--- config.mk ---
export PLATFORM = sky130hd
export DESIGN_NAME = division
export DESIGN_NICKNAME = d
export VERILOG_FILES = /design/src/rtl/division.sv
export SDC_FILE = /design/constraint.sdc
export NUM_CORES = 1
export LEC_CHECK = 0
export CAP_MARGIN = 20
export CORE_MARGIN = 2
export CORE_UTILIZATION = 45
export CTS_CLUSTER_DIAMETER = 150
export CTS_CLUSTER_SIZE = 25
export DETAILED_ROUTE_END_ITERATION = 8
export PLACE_DENSITY = 0.63
export SLEW_MARGIN = 20
export SYNTH_ARGS = -nofsm -noshare
export SYNTH_HDL_FRONTEND = slang
export SYNTH_SLANG_ARGS = --single-unit
export TNS_END_PERCENT = 100
--- constraint.sdc ---
create_clock -name clk -period 8.22 [get_ports clk]
set_clock_uncertainty 0.1 [all_clocks]
set_input_delay 1.644 -clock clk [delete_from_list [all_inputs] [get_ports clk]]
set_output_delay 1.644 -clock clk [all_outputs]
set_load 0.03 [all_outputs]
--- src/rtl/division.sv ---
// Sequential unsigned divider: restoring long division, one quotient bit per
// clock, with valid/ready handshakes on the operand and result streams.
module division #(
   parameter int unsigned SIZE = 64
) (
   input  logic            clk,
   input  logic            rst,
   input  logic [SIZE-1:0] input_dividen_tdata,
   input  logic            input_dividen_tvalid,
   output logic            input_dividen_tready,
   input  logic [SIZE-1:0] input_divisor_tdata,
   input  logic            input_divisor_tvalid,
   output logic            input_divisor_tready,
   output logic [SIZE-1:0] output_tdata,
   output logic            output_tvalid,
   input  logic            output_tready
);

   localparam int unsigned REM_W = SIZE + 1;
   localparam int unsigned CNT_W = (SIZE > 1) ? $clog2(SIZE) : 1;

   typedef enum logic [1:0] {
      IDLE = 2'd0,
      CALC = 2'd1,
      DONE = 2'd2
   } state_t;

   state_t            state, state_n;
   logic [SIZE-1:0]   dividend, dividend_n;
   logic [SIZE-1:0]   divisor, divisor_n;
   logic [REM_W-1:0]  rem, rem_n;
   logic [SIZE-1:0]   quot, quot_n;
   logic [CNT_W-1:0]  cnt, cnt_n;
   logic              calc_done, calc_done_n;
   logic [SIZE-1:0]   out_data, out_data_n;
   logic              out_valid, out_valid_n;
   logic              rdy, rdy_n;

   logic [REM_W-1:0]  shifted;
   logic [REM_W-1:0]  diff;
   logic              fits;

   assign input_dividen_tready = rdy;
   assign input_divisor_tready = rdy;
   assign output_tdata         = out_data;
   assign output_tvalid        = out_valid;

   // State and datapath registers; reset abandons any operation in flight.
   always_ff @(posedge clk or negedge rst) begin
      if (!rst) begin
         state     <= IDLE;
         dividend  <= '0;
         divisor   <= '0;
         rem       <= '0;
         quot      <= '0;
         cnt       <= '0;
         calc_done <= 1'b0;
         out_data  <= '0;
         out_valid <= 1'b0;
         rdy       <= 1'b0;
      end else begin
         state     <= state_n;
         dividend  <= dividend_n;
         divisor   <= divisor_n;
         rem       <= rem_n;
         quot      <= quot_n;
         cnt       <= cnt_n;
         calc_done <= calc_done_n;
         out_data  <= out_data_n;
         out_valid <= out_valid_n;
         rdy       <= rdy_n;
      end
   end

   // Next-state, division step and handshake outputs.
   always_comb begin
      state_n     = state;
      dividend_n  = dividend;
      divisor_n   = divisor;
      rem_n       = rem;
      quot_n      = quot;
      cnt_n       = cnt;
      calc_done_n = calc_done;
      out_data_n  = out_data;
      out_valid_n = out_valid;
      rdy_n       = rdy;

      // Remainder stays below the divisor, so dropping its top bit loses nothing.
      shifted = REM_W'({rem, dividend[SIZE-1]});
      diff    = shifted - {1'b0, divisor};
      fits    = (shifted >= {1'b0, divisor});

      case (state)
         IDLE: begin
            rdy_n = 1'b1;
            if (rdy && input_dividen_tvalid && input_divisor_tvalid) begin
               dividend_n  = input_dividen_tdata;
               divisor_n   = input_divisor_tdata;
               rem_n       = '0;
               quot_n      = '0;
               cnt_n       = CNT_W'(SIZE - 1);
               calc_done_n = 1'b0;
               rdy_n       = 1'b0;
               state_n     = CALC;
            end
         end
         CALC: begin
            rdy_n = 1'b0;
            if (calc_done) begin
               out_data_n  = quot;
               out_valid_n = 1'b1;
               state_n     = DONE;
            end else begin
               dividend_n = dividend << 1;
               rem_n      = fits ? diff : shifted;
               quot_n     = {quot[SIZE-2:0], fits};
               if (cnt == '0) begin
                  calc_done_n = 1'b1;
               end else begin
                  cnt_n = cnt - CNT_W'(1);
               end
            end
         end
         DONE: begin
            if (output_tready) begin
               out_valid_n = 1'b0;
               rdy_n       = 1'b1;
               state_n     = IDLE;
            end
         end
         default: begin
            state_n = IDLE;
         end
      endcase
   end

endmodule

Word-level counts from Yosys, hierarchy flattened:

Index checks and enable logic that the tools add are counted.

* multiplexer cells: 28
* eq/ne operators: 7
* $add $sub $neg: 2
* $lt $le $gt $ge: 1
* reductions and logical operators: 15

Operator list (count)
* $mux W64: 7
* $pmux W64 S2: 3
* $ge A65 B64 Y1: 1
* $sub A64 B64 Y64: 1
* $mux W6: 3
* $pmux W6 S2: 1
* $ne A2 B2 Y1 const B: 5
* $reduce_and A3 Y1: 3
* $reduce_and A2 Y1: 4
* $mux W1: 7
* $logic_not A6 Y1: 1
* $mux W2: 3
* $pmux W2 S3: 1
* $sub A6 B1 Y6 const B: 1
* $pmux W1 S2: 2
* $reduce_and A4 Y1: 1
* $reduce_bool A2 Y1: 2
* $pmux W1 S3: 1
* $reduce_bool A3 Y1: 1
* $eq A2 B1 Y1 const B: 1
* $eq A2 B2 Y1 const B: 1
* $logic_and A1 B1 Y1: 2
* $logic_not A2 Y1: 1

* bits of input ports: 133
* output and inout port bits: 67
* register bits after elaboration: 331

Logic depth before layout (Yosys ltp):

* depth in word-level cells: 4
* gate-level depth with buffers: 15
* mapped depth without buffers: 13

Worst setup path after synthesis:

Ideal clock, no wire load.

* kind: input port to flip-flop
* start: input port input_divisor_tvalid
* end: register cnt[5]
* library setup time: 140 ps
* arrival: 3235 ps
* buffers on the path: 1
* setup slack: 4746 ps
* cell stages on the path: 9
* data required time: 7980 ps
* cell sequence: nand4_1 o21ai_0 nand2_1 clkbuf_1 a41oi_1 nand2_1 nor3_1 xnor2_1 o21ai_0

* longest elaborated chain between the ends: 3

RTL lines
* start: declaration: line 12 `input logic input_divisor_tvalid,`
* $logic_and A1 B1 Y1: line 96 `if (rdy && input_dividen_tvalid && input_divisor_tvalid) begin`
* $ne A2 B2 Y1 (no line)
* $reduce_and A4 Y1 (no line)
* end signal: assignment: line 67 `cnt <= cnt_n;`
* end: declaration: line 33 `logic [CNT_W-1:0] cnt, cnt_n;`

Every way passes these cells.
A chain may end at the register's enable or synchronous reset.

Worst setup path in the final report:

* start: register rem[50]
* end: register rem[63]

* longest elaborated chain between the ends: 4
* elaborated cells between the ends (all ways): 5
* those cells by class: add/sub (1); order compare (1); mux (3)

RTL lines
* start: declaration: line 31 `logic [REM_W-1:0] rem, rem_n;`
* start signal: assignment: line 65 `rem <= rem_n;`
* $sub A64 B64 Y64 or $ge A65 B64 Y1 (tied branches): line 90, 91
* $mux W64 *: line 115 `rem_n = fits ? diff : shifted;`
* $mux W64 *: line 109 `if (calc_done) begin`
* $pmux W64 S2 *: line 93 `case (state)`

Every way passes the cells marked *; elsewhere a longest branch is shown, timed or not. The select of a mux whose other input is x is not followed.

==> impl_metrics.toml <==
[outcome]
status = "completed"

[detailed_routing]
drtIter0Drc = 694
wl_per_cell_um = 17.0
drc = 0
routed_wl_mm = 40.3
highest_layer = "met5"
antenna_left = 0
wl_met2_mm = 18.6
viasPerCell = 5.45
dr.pass1.iters = 5
route.vias.total = 12900
wl_met1_mm = 18.5
dr_wl_met3_mm = 2.29

[final_layout]
drive_gt1_share_pct = 9.97
final_nets = 2049
area_growth_syn_to_layout_pct = 15.7

[power_and_ir_drop]
p_per_area_nw_per_um2 = 289
p_leak_nw = 9.22
power.total_mw = 5.90
max-vdd-ir-drop_mv = 0.226

[floorplanning]
core.rowCount = 72
initial_utilization_pct = 45.7
die_area_um2 = 40800
die_y_um = 202
top_level_ports = 200
fp.dieW_um = 202
coreArea_um2 = 38600

[yosys]
synthesis.instances = 1725
synth_async_sr_flop_share_pct = 100
synth_seq_cells = 331
yosysSeqAreaShare_pct = 46.9
yosysUniqueCellTypes = 71
synth_edf_count = 0
synth_warnings = 0
ys.flop_type = "dfrtp_1"
synth.cell_area_um2 = 17600
syn_nets = 1929
syn_avg_cell_area_um2 = 10.2

[clock_network]
cts_setup_buffers = 0
ctsHoldBuffers = 0
cts_resized = 0
cts_root_buf = "clkbuf_16"
cts_tree = "yes"
cts_buffer_depth = 3
clkSlewWorstSetupHoldPaths_ns = 0.10
cts_max_level = 1
clk_latency_ns = 0.54
numClockSinks = 331
cts_buffers = 17

[timing]
finalSetupViolCount = 0
worst_slew_pin_slew_ns = 0.973
tns_ns = 0
hold_ws_ns = 0.385
max_freq_mhz = 208
slew_violations = 0
fin_crit_ns = 4.81
finalHoldViolations = 0
rsz0062_at_grt = "no"
min_period_over_period_pct = 58.5
relSlewSlack_pct = 34.9

[global_routing]
track_usage_pct = 19.7
grt_pass1_wl_mm = 66.9
grt_max_degree = 174
grt_overflow = 0
grt_pass1_vias = 12900
antenna_found_initial = 5

[placement]
gp_congestion = 0.874
hpwl_mm = 27.9
port_buffers = 199

[setup_path]
crit_type = "reg2reg"
path_cells = "ha_1 -> nand4_2 -> nor4_1 -> nand2_1 -> o31ai_1 -> a31oi_1 -> o211ai_1 -> o21a_2 -> buf_4 -> nand2_1 -> a41oi_1 -> a221o_1"
slowest_stage = "buf_4"
cp.arrival_ns = 5.19
crit_path_end_kind = "register"
cp_common_cell = "nand2_1"
startpoint_type = "register"
slowest_delay_ns = 0.64
required_ns = 8.60
worstPathMaxFanout = 44

[flow_run]
drv_cap = 0

[min_path]
min_path_type = "reg2reg"
-- cells in the final DEF, fill, tap and decap left out, types with 11 or more instances in the layout --
cell             count
mux2_2             129
nand3_1             20
a21o_1              31
inv_1               99
o21ai_1             62
clkbuf_16           17
clkdlybuf4s50_1    198
mux2i_1             99
xor2_1              26
xnor2_1             34
nor2_1              55
o211ai_1            11
dfrtp_1            331
o21ai_0            109
nor3_1              19
o21bai_1            17
nand2_1            197
a22o_1              67
nand4_1             32
ha_1                69
a21oi_1             83
-- final cells by class --
| type | instances | area [um^2] |
|---|---|---|
| Clock buffer | 17 | 425 |
| Tap cell | 518 | 648 |
| Inverter | 99 | 372 |
| Timing Repair Buffer | 208 | 2090 |
| Antenna cell | 2 | 5.00 |
| Multi-Input combinational cell | 1188 | 8560 |
| Sequential cell | 331 | 8280 |
| Clock inverter | 2 | 28.8 |
| Fill cell | 3475 | 18200 |
-- cells in the mapped netlist (22+ instances only) --
cell type  instances  share of area (%)
buf_2             22               0.62
xnor2_1           34                1.7
xor2_1            26                1.3
dfrtp_1          331                 47
nand2_1          199                4.2
mux2_2           129                8.2
o21ai_0          109                3.1
clkbuf_1          75                1.6
nor2_1            55                1.2
o21ai_1           62                1.8
inv_1             99                2.1
mux2i_1           99                5.6
a22o_1            67                3.3
a21oi_1           84                2.4
a21o_1            31                1.3
ha_1              70                5.0
nand4_1           32                1.1
-- worst paths after layout --
path	slack [ns]	end	depth (start not counted)	startpoint
max	3.41	rem[63]	12	rem[50]
min	0.38	dividend[36]	2	dividend[36]
max reg2reg	3.41	rem[63]	12	rem[50]
min reg2reg	0.38	dividend[36]	2	dividend[36]
max in group asynchronous	5.62	quot[7]	2	rst
min in group asynchronous	1.01	divisor[18]	1	rst
-- metrics by stage --
stage	cells	cell area (um^2)	worst slack [ns]	util, %
floorplan	1725	17600	4.75	-
global placement	2344	19900	2.86	51.6
detailed placement	2344	19900	2.83	51.6
CTS	2363	20400	3.38	52.8
global route	2363	20400	3.03	52.8
finish	2365	20400	3.41	52.8
-- kinds of logic after synthesis --
logic type | after synthesis | synth area share (%)
AO/OA/AOI/OAI | 464 | 17.1
XOR/XNOR | 60 | 2.98
adder cells (fa/ha/maj) | 71 | 5.08
buffers and inverters | 206 | 4.79
flip-flops | 331 | 46.9
multiplexers | 228 | 13.8
AND/OR/NAND/NOR | 365 | 9.24
-- per-layer routing --
metal	global-route usage, %	vias up
met2	31.8	231
met1	27.0	6263
met4	4.70	6
li1	-	6344
met5	0	-
met3	4.66	51
-- flip-flops by register name, indices dropped and copies added (netlist names) --
signal and count:
dividend 64, rem 64, input_dividen_tready 1, divisor 64, quot 64, output_tdata 64
state 2, cnt 6, calc_done 1, output_tvalid 1
-- worst max-delay path, delay by kind of cell, from the launching register on --
family | cells | cell delay [ns]
buf+inv | 1 | 0.64
compound gates | 6 | 1.59
fa+ha+maj | 1 | 0.47
simple gates | 4 | 1.51
flops | 1 | 0.41
-- where the power goes --
part	internal, mW	leakage (nW)	switching [mW]	total [mW]
Sequential	2.02	4.36	0.232	2.25
Clock	0.382	0.224	0.524	0.907
Combinational	1.10	4.64	1.64	2.74
No activity file was read; power rests on OpenSTA's default activity.
